`src/rtl/ir_seq.sv`:
```
// ir_seq: IR line-sensor sweep sequencer sharing one SPI A2D master.
// Ports: clk, rst_n | wrt, cmd, done, rd_data (SPI handshake) | IR_en,
//   IR_vld, line_present, spi_err, IR_R0..IR_R3, IR_L0..IR_L3 (results).
module ir_seq #(
   parameter int          FAST_SIM   = 1,
   parameter logic [11:0] LINE_THRES = 12'h200
) (
   input  logic        clk,
   input  logic        rst_n,
   output logic        wrt,
   output logic [15:0] cmd,
   input  logic        done,
   input  logic [15:0] rd_data,
   output logic        IR_en,
   output logic        IR_vld,
   output logic        line_present,
   output logic        spi_err,
   output logic [11:0] IR_R0,
   output logic [11:0] IR_R1,
   output logic [11:0] IR_R2,
   output logic [11:0] IR_R3,
   output logic [11:0] IR_L0,
   output logic [11:0] IR_L1,
   output logic [11:0] IR_L2,
   output logic [11:0] IR_L3
);

   localparam int PER_BITS   = (FAST_SIM != 0) ? 12 : 20;
   localparam int SETTLE_CYC = (FAST_SIM != 0) ? 256 : 2048;
   localparam int TIMEOUT    = 1024;

   localparam logic [10:0] SETTLE_LAST = 11'(SETTLE_CYC - 1);
   localparam logic [10:0] TMO_LAST    = 11'(TIMEOUT - 1);

   typedef enum logic [2:0] {
      IDLE,
      SETTLE,
      XFER,
      WAIT,
      PUBLISH
   } state_t;

   state_t      state;
   state_t      nxt;
   logic [19:0] per_cnt;
   logic        tick;
   logic [10:0] cnt;
   logic [2:0]  chnl;
   logic [11:0] stg [8];
   logic [11:0] pub [8];

   logic cnt_clr;
   logic cnt_inc;
   logic chnl_inc;
   logic stg_ld;
   logic en_set;
   logic en_clr;
   logic pub_ld;
   logic any_line;
   logic unused_bits;

   // Period tick; ticks arriving outside IDLE are simply not acted on.
   assign tick = &per_cnt[PER_BITS-1:0];

   // Upper nibble of the A2D word carries no conversion data.
   assign unused_bits = ^rd_data[15:12];

   assign cmd = wrt ? {2'b00, chnl, 11'h000} : 16'h0000;

   assign IR_R0 = pub[0];
   assign IR_R1 = pub[1];
   assign IR_R2 = pub[2];
   assign IR_R3 = pub[3];
   assign IR_L0 = pub[4];
   assign IR_L1 = pub[5];
   assign IR_L2 = pub[6];
   assign IR_L3 = pub[7];

   always_comb begin
      any_line = 1'b0;
      for (int i = 0; i < 8; i++) begin
         if (stg[i] > LINE_THRES) begin
            any_line = 1'b1;
         end
      end
   end

   always_comb begin
      nxt      = state;
      wrt      = 1'b0;
      spi_err  = 1'b0;
      cnt_clr  = 1'b0;
      cnt_inc  = 1'b0;
      chnl_inc = 1'b0;
      stg_ld   = 1'b0;
      en_set   = 1'b0;
      en_clr   = 1'b0;
      pub_ld   = 1'b0;
      unique case (state)
         IDLE: begin
            if (tick) begin
               nxt     = SETTLE;
               en_set  = 1'b1;
               cnt_clr = 1'b1;
            end
         end
         SETTLE: begin
            if (cnt == SETTLE_LAST) begin
               nxt = XFER;
            end else begin
               cnt_inc = 1'b1;
            end
         end
         XFER: begin
            wrt     = 1'b1;
            cnt_clr = 1'b1;
            nxt     = WAIT;
         end
         WAIT: begin
            // done wins over a timeout expiring in the same cycle
            if (done) begin
               stg_ld = 1'b1;
               if (chnl == 3'd7) begin
                  nxt = PUBLISH;
               end else begin
                  chnl_inc = 1'b1;
                  nxt      = XFER;
               end
            end else if (cnt == TMO_LAST) begin
               spi_err = 1'b1;
               en_clr  = 1'b1;
               nxt     = IDLE;
            end else begin
               cnt_inc = 1'b1;
            end
         end
         PUBLISH: begin
            pub_ld = 1'b1;
            en_clr = 1'b1;
            nxt    = IDLE;
         end
         default: begin
            nxt = IDLE;
         end
      endcase
   end

   always_ff @(posedge clk or negedge rst_n) begin
      if (!rst_n) begin
         state        <= IDLE;
         per_cnt      <= '0;
         cnt          <= '0;
         chnl         <= '0;
         IR_en        <= 1'b0;
         IR_vld       <= 1'b0;
         line_present <= 1'b0;
         for (int i = 0; i < 8; i++) begin
            stg[i] <= '0;
            pub[i] <= '0;
         end
      end else begin
         state   <= nxt;
         per_cnt <= per_cnt + 20'd1;
         IR_vld  <= pub_ld;
         if (cnt_clr) begin
            cnt <= '0;
         end else if (cnt_inc) begin
            cnt <= cnt + 11'd1;
         end
         if (en_set) begin
            chnl <= '0;
         end else if (chnl_inc) begin
            chnl <= chnl + 3'd1;
         end
         if (en_set) begin
            IR_en <= 1'b1;
         end else if (en_clr) begin
            IR_en <= 1'b0;
         end
         if (stg_ld) begin
            stg[chnl] <= rd_data[11:0];
         end
         // whole set moves at once so outputs never show a partial sweep
         if (pub_ld) begin
            for (int i = 0; i < 8; i++) begin
               pub[i] <= stg[i];
            end
            line_present <= any_line;
         end
      end
   end

endmodule
```
`config.mk`:
```
export PLATFORM = sky130hd
export DESIGN_NAME = ir_seq
export DESIGN_NICKNAME = d
export VERILOG_FILES = /design/src/rtl/ir_seq.sv
export SDC_FILE = /design/constraint.sdc
export NUM_CORES = 1
export LEC_CHECK = 0
export CORE_ASPECT_RATIO = 1.4
export CORE_MARGIN = 1
export CORE_UTILIZATION = 53
export CTS_CLUSTER_DIAMETER = 50
export DETAILED_ROUTE_END_ITERATION = 10
export MAX_ROUTING_LAYER = met4
export PLACE_DENSITY = 0.89
export SYNTH_ARGS = -nofsm -noshare
export SYNTH_HDL_FRONTEND = slang
export SYNTH_SLANG_ARGS = --single-unit
export TNS_END_PERCENT = 20
```
`constraint.sdc`:
```
create_clock -name clk -period 2.6 [get_ports clk]
set_input_delay 0.39 -clock clk [delete_from_list [all_inputs] [get_ports clk]]
set_output_delay 0.39 -clock clk [all_outputs]
set_load 0.02 [all_outputs]
```
==> run metrics, run 1 <==
layout cells sized above 1=32.25%; overall routed net length=20160 um; minimum clock period=2.408 ns; final clock skew=0.01988 ns; placer congestion estimate=0.7829; routed wl met3=874 um; max-slew violation count=0; area of the core=0.01668 sq mm; Residual DRC=10; r2r startpoint=cnt[0]$_DFFE_PN0P_; status=finished, violations left; Iter 0 DRT Violations=278; area grow syn2layout=24.45%; Placed Area=0.01042 sq mm; Final nets=774; Setup TNS=0 ns; clock root cell=clkbuf_16; cells on worst reg2reg path=6; largest net degree at the start of global routing=82; fmax=415.2 MHz; RSZ-0062 raised after global routing=no; All-Layer GR Usage=24.44%; Largest stage delay, worst path=0.41 ns; top post-synthesis cells by area=dfrtp_1, mux2_2, buf_4, buf_2, nand3_1; R2R Path End=cnt[1]$_DFFE_PN0P_; final setup violation count=0; Starting Density=53.98%; top-count cell post-synth=dfrtp_1; final worst slack=0.1916 ns; Ys Warns=0; Startpoint Class=flip-flop; Syn Area/Cell=14.49 sq um; number of global-route vias before repair=5822; slew of the pin with the lowest slew margin=0.9088 ns; routed wl met2=10470 um; leakage=0.005428 uW; CP Class=flip-flop to output port; Final ANT Viol Nets=0; port buffer count=118; FP Rows=56; Arrival @ worst endpoint=2.02 ns; Finished Cell Area=0.01120 sq mm; clock latency on the worst-skew pair=0.50 ns; Vias=5554; Hold WC Path Type=input port to asynchronous set/reset pin; synth unique cells=41; first-pass GRT wire length=32110 um; post-DP HPWL=13400 um; CP max FO=4; I/O pin count=136; Die Y=156.2 um; DRT met1 WL=8105 um; DP Worst Slack=0.2053 ns; die area=0.01752 sq mm; WL/cell=20.80 um; Required @ worst endpoint=2.21 ns; gr ovfl total=0; critical path capture point type=output port; pwr/cell area=618.2 mW/mm^2; clock buffer depth=3; violated checks=design-rule violations; Synth area leader=dfrtp_1; Max rail drop VDD=396.2 uV; Yosys reg bits=224; Horiz. Die Dim=112.1 um; period utilization=92.63%; register area share after synthesis=62.27%; Post-Synthesis Cells=621; synth cell count leaders=dfrtp_1, mux2_2, nor2_1; max_cap viols=0; Post-synth EDFFs=0; Clock Sinks=224; Syn Std Cell Area=0.009001 sq mm; DR top layer=met4; Slew headroom=38.86%; post-synthesis async set-or-reset flop share=100.0%; Synth top area share=62.27%; Num CTS Buffers=22; H-tree Lvls=1; initial antenna violation count=0; top_reg_cell synth=dfrtp_1; CTS tree=built; Final Hold Viols=0; n_diodes=0; Clock transition at path regs=0.06 ns; Crit-path slowest cell=or3_1; Via density=5.732; CP Cell Sequence=ha_2 > nand3_1 > or3_1 > nor3_2 > buf_2; R2R Setup Slk=0.24 ns; drt pass-1 iters=10
repair_timing:
action | CTS | global route
hold buffers | 1 | 0
endpoints found under the hold margin | 79 | 0
endpoints found under the setup margin | 1 | 2
buffers inserted | 0 | 0
gates resized for setup | 4 | 4
layout make-up:
class / instances / area [sq um]
clock inverter: 4 / 70.07
inverter: 4 / 15.01
fill: 1138 / 5474
tap: 203 / 254.0
sequential: 224 / 5605
multi-input combinational: 367 / 3229
timing repair buffer: 132 / 1338
clock buffer: 35 / 690.7
placed cells by master, fill, tap and decap left out, types with 3 or more instances in the layout:
master	instances
o41ai_1	3
or2_2	3
clkbuf_8	8
conb_1	13
clkbuf_1	5
xor2_1	4
nand4_1	4
or3_1	9
o21ai_0	5
nand3_1	17
mux2_1	3
ha_1	3
nor2_1	19
mux2_2	189
clkbuf_16	23
dfrtp_1	224
nor4_1	13
buf_4	9
xnor2_1	9
mux2i_1	3
nor3b_2	3
inv_1	4
a21oi_1	9
clkdlybuf4s50_1	116
o21ai_1	6
nand2_1	14
and3_1	10
nor3_1	8
buf_12	4
cells by family after synthesis:
kind of cell / share of synthesized area (%)
compound gates: 2.169
xor+xnor: 1.265
fa+ha+maj: 0.5560
buf+inv: 2.613
flops: 62.27
mux: 24.35
other cells: 0.04166
simple gates: 6.728
per-stage QoR:
stage | total power (uW) | hold WS (ns) | util [%] | cells
floorplan | 3584 | 0.09441 | - | 633
global placement | 3696 | 0.4474 | 62.47 | 929
detailed placement | 3701 | 0.4691 | 62.47 | 929
CTS | 6973 | 0.4801 | 67.10 | 969
global route | 7129 | 0.4977 | 67.17 | 969
finish | 6925 | 0.4702 | 67.17 | 969
worst max-delay path by stage:
stage | startpoint | cells past startpoint | end
after floorplan | cnt[0]$_DFFE_PN0P_ | 4 | spi_err
after global placement | cnt[0]$_DFFE_PN0P_ | 5 | spi_err
after detailed placement | cnt[0]$_DFFE_PN0P_ | 5 | spi_err
after CTS | cnt[0]$_DFFE_PN0P_ | 5 | spi_err
after global routing | cnt[0]$_DFFE_PN0P_ | 6 | cnt[1]$_DFFE_PN0P_
final | cnt[0]$_DFFE_PN0P_ | 5 | spi_err
critical path, delay by kind of cell (launching register included):
family                   cells  cell delay, ns
AND/OR/NAND/NOR              3            0.74
buffers and inverters        1            0.19
flip-flops                   1            0.39
adder cells (fa/ha/maj)      1            0.22
metal layers:
| metal | GRT usage, % | vias up |
|---|---|---|
| li1 | - | 2467 |
| met1 | 30.86 | 2871 |
| met2 | 40.37 | 166 |
| met3 | 3.069 | 50 |
| met4 | 9.778 | 0 |
| met5 | - | - |
power by group:
part           switching, uW  leakage, uW  total (uW)  internal (uW)
combinational            122      0.00197         150           27.5
clock                   1280     0.000376        3290           2010
sequential                 0      0.00309        3490           3490
total                   1400      0.00543        6930           5530
registers in the layout, indices dropped and copies added (netlist names):
name and cells:
IR_L0 12, IR_L1 12, IR_L2 12, IR_L3 12, IR_R0 12, IR_R1 12
IR_R2 12, IR_R3 12, IR_en 1, IR_vld 1, chnl 3, cnt 11
line_present 1, per_cnt 12, state 3, stg 96
Power figures use the tool's default switching activity.
==> run 2, diff against run 1 <==
- CORE_ASPECT_RATIO: 1.4 -> 0.6
- SETUP_SLACK_MARGIN: default -> 0.05
==> run 2 against run 1 <==
  * The run now ends clean
  * Clock power is 3% lower
  * First-iteration DRC count is 55% higher
  * Via count is 0.81% higher
  * Register-to-register slack better by 0.06 ns
  * Non-clock buffer count is 2 higher
  * Critical path depth stayed put
  * Fmax is 0.94% lower
  * Sequential cell count stayed put
  * Wire length is 1.8% higher
  * Sequential share of layout area is 0.11 points lower
  * Utilization is 1.3 points higher
  * Critical endpoint unchanged
  * Highest routed layer unchanged
==> run metrics, run 2 (synthesized netlist as in run 1, its figures left out) <==
Die Y=102.9 um; most frequent cells in the layout=dfrtp_1, mux2_2, clkdlybuf4s50_1, clkbuf_16, nor2_1; worst path bufs/invs=1; Clock Sinks=224; Hold WC Path Type=flip-flop to flip-flop; clock buffer depth=3; first-pass GRT wire length=32270 um; CP max FO=4; Clock transition at path regs=0.07 ns; I/O pin count=136; CP Cell Sequence=ha_2 > nand3_2 > or3_4 > nor3_2 > buf_4; CP Class=flip-flop to output port; FP Rows=36; sw frac=20.70%; Hold Path Depth=1; CTS tree=built; status=complete, no violations; overall routed net length=20520 um; Via density=5.627; Residual DRC=0; Largest stage delay, worst path=0.40 ns; Layout fillers=1101; Vias=5599; critical path capture point type=output port; All-Layer GR Usage=25.18%; Iter 0 DRT Violations=430; Crit path depth=5; Setup TNS=0 ns; clock share of power=46.8%; initial antenna violation count=1; number of flip-flops in the largest register=96; gr ovfl total=0; Num CTS Buffers=21; WL/cell=20.62 um; Required @ worst endpoint=2.21 ns; CP top delay family=simple AND/OR/NAND/NOR gates; Arrival @ worst endpoint=2.04 ns; RSZ-0062 raised after global routing=no; max-slew violation count=0; final clock skew=0.007763 ns; Final Hold Viols=0; Logic pwr share=2.2%; clock root cell=clkbuf_16; sequential share of power=51.0%; max_cap viols=0; drt pass-1 iters=4; port buffer count=118; Design Power=6834 uW; Biggest register=stg; period utilization=93.51%; Final ANT Viol Nets=0; Horiz. Die Dim=170.2 um; Max rail drop VDD=678.6 uV; Final nets=775; area grow syn2layout=24.72%; H-tree Lvls=1; slew of the pin with the lowest slew margin=0.7499 ns; pwr/cell area=608.8 mW/mm^2; Crit-path slowest cell=or3_4; layout cells sized above 1=32.99%; Startpoint Class=flip-flop; post-DP HPWL=13740 um; die area=0.01753 sq mm; leakage=0.005429 uW; minimum clock period=2.431 ns; clock latency on the worst-skew pair=0.50 ns; Starting Density=54.90%; cells on worst reg2reg path=6; area of the core=0.01640 sq mm; Slew headroom=49.54%; Net Sw Power=1414 uW; final setup violation count=0; number of global-route vias before repair=5680; commonest non-fill, non-tap cell in the layout=dfrtp_1; largest net degree at the start of global routing=101; n_diodes=0; Internal=5420 uW; placer congestion estimate=0.8183; fmax=411.3 MHz
run 2: changes by cell type in the layout (fill, tap and decap cells not counted), sizes merged:
cell and change:
buf +2, clkbuf -8, bufinv +1, clkinv +5, inv +1
run 2: layout make-up:
class	count	area [sq um]	area share, %
clock inverters	11	137.6	1.226
multi-input cells	367	3239	28.86
inverters	4	15.01	0.1337
clock buffers	27	588.1	5.239
repair buffers	134	1355	12.07
flip-flops and latches	224	5605	49.93
well taps	228	285.3	2.541
run 2: final timing paths:
kind | start | endpoint | slack (ns)
worst max-delay path | cnt[0]$_DFFE_PN0P_ | spi_err | 0.17
worst min-delay path | per_cnt[8]$_DFF_PN0_ | per_cnt[8]$_DFF_PN0_ | 0.47
worst max register to register | cnt[0]$_DFFE_PN0P_ | cnt[7]$_DFFE_PN0P_ | 0.30
worst min register to register | per_cnt[8]$_DFF_PN0_ | per_cnt[8]$_DFF_PN0_ | 0.47
max in group asynchronous | rst_n | stg[7]$_DFFE_PN0P_ | 1.34
min in group asynchronous | rst_n | IR_L1[5]$_DFFE_PN0P_ | 0.51
run 2: routing by layer:
metal	wire (um)	GRT usage, %	vias to the layer above
met5	0	-	-
met4	391	6.306	0
met3	1257	5.298	37
met2	9460	37.74	193
met1	9411	35.33	2896
li1	-	-	2473
run 2: power by group through the flow:
stage / logic, uW / clock network, uW / registers (uW)
global route: 170 / 3400 / 3480
floorplan: 32.9 / 0 / 3550
finish: 152 / 3200 / 3480
detailed placement: 153 / 0 / 3550
global placement: 146 / 0 / 3550
CTS: 155 / 3250 / 3480
run 2: what timing repair did:
action | in CTS | in global routing
resized for setup | 7 | 4
setup buffers | 0 | 3
setup endpoints to repair | 1 | 10
hold buffers | 1 | 0
hold endpoints to repair | 79 | 0
pin swaps | 0 | 1
run 2: per-stage QoR:
stage	util (%)	hold WS, ns	area, sq um	worst slack, ns	cells
floorplan	-	0.09441	9046	0.6134	633
global placement	63.68	0.4491	10440	0.1744	953
detailed placement	63.68	0.4612	10440	0.08080	953
CTS	68.19	0.4716	11180	0.06616	992
global route	68.47	0.4805	11230	0.05075	995
finish	68.47	0.4742	11230	0.1687	995
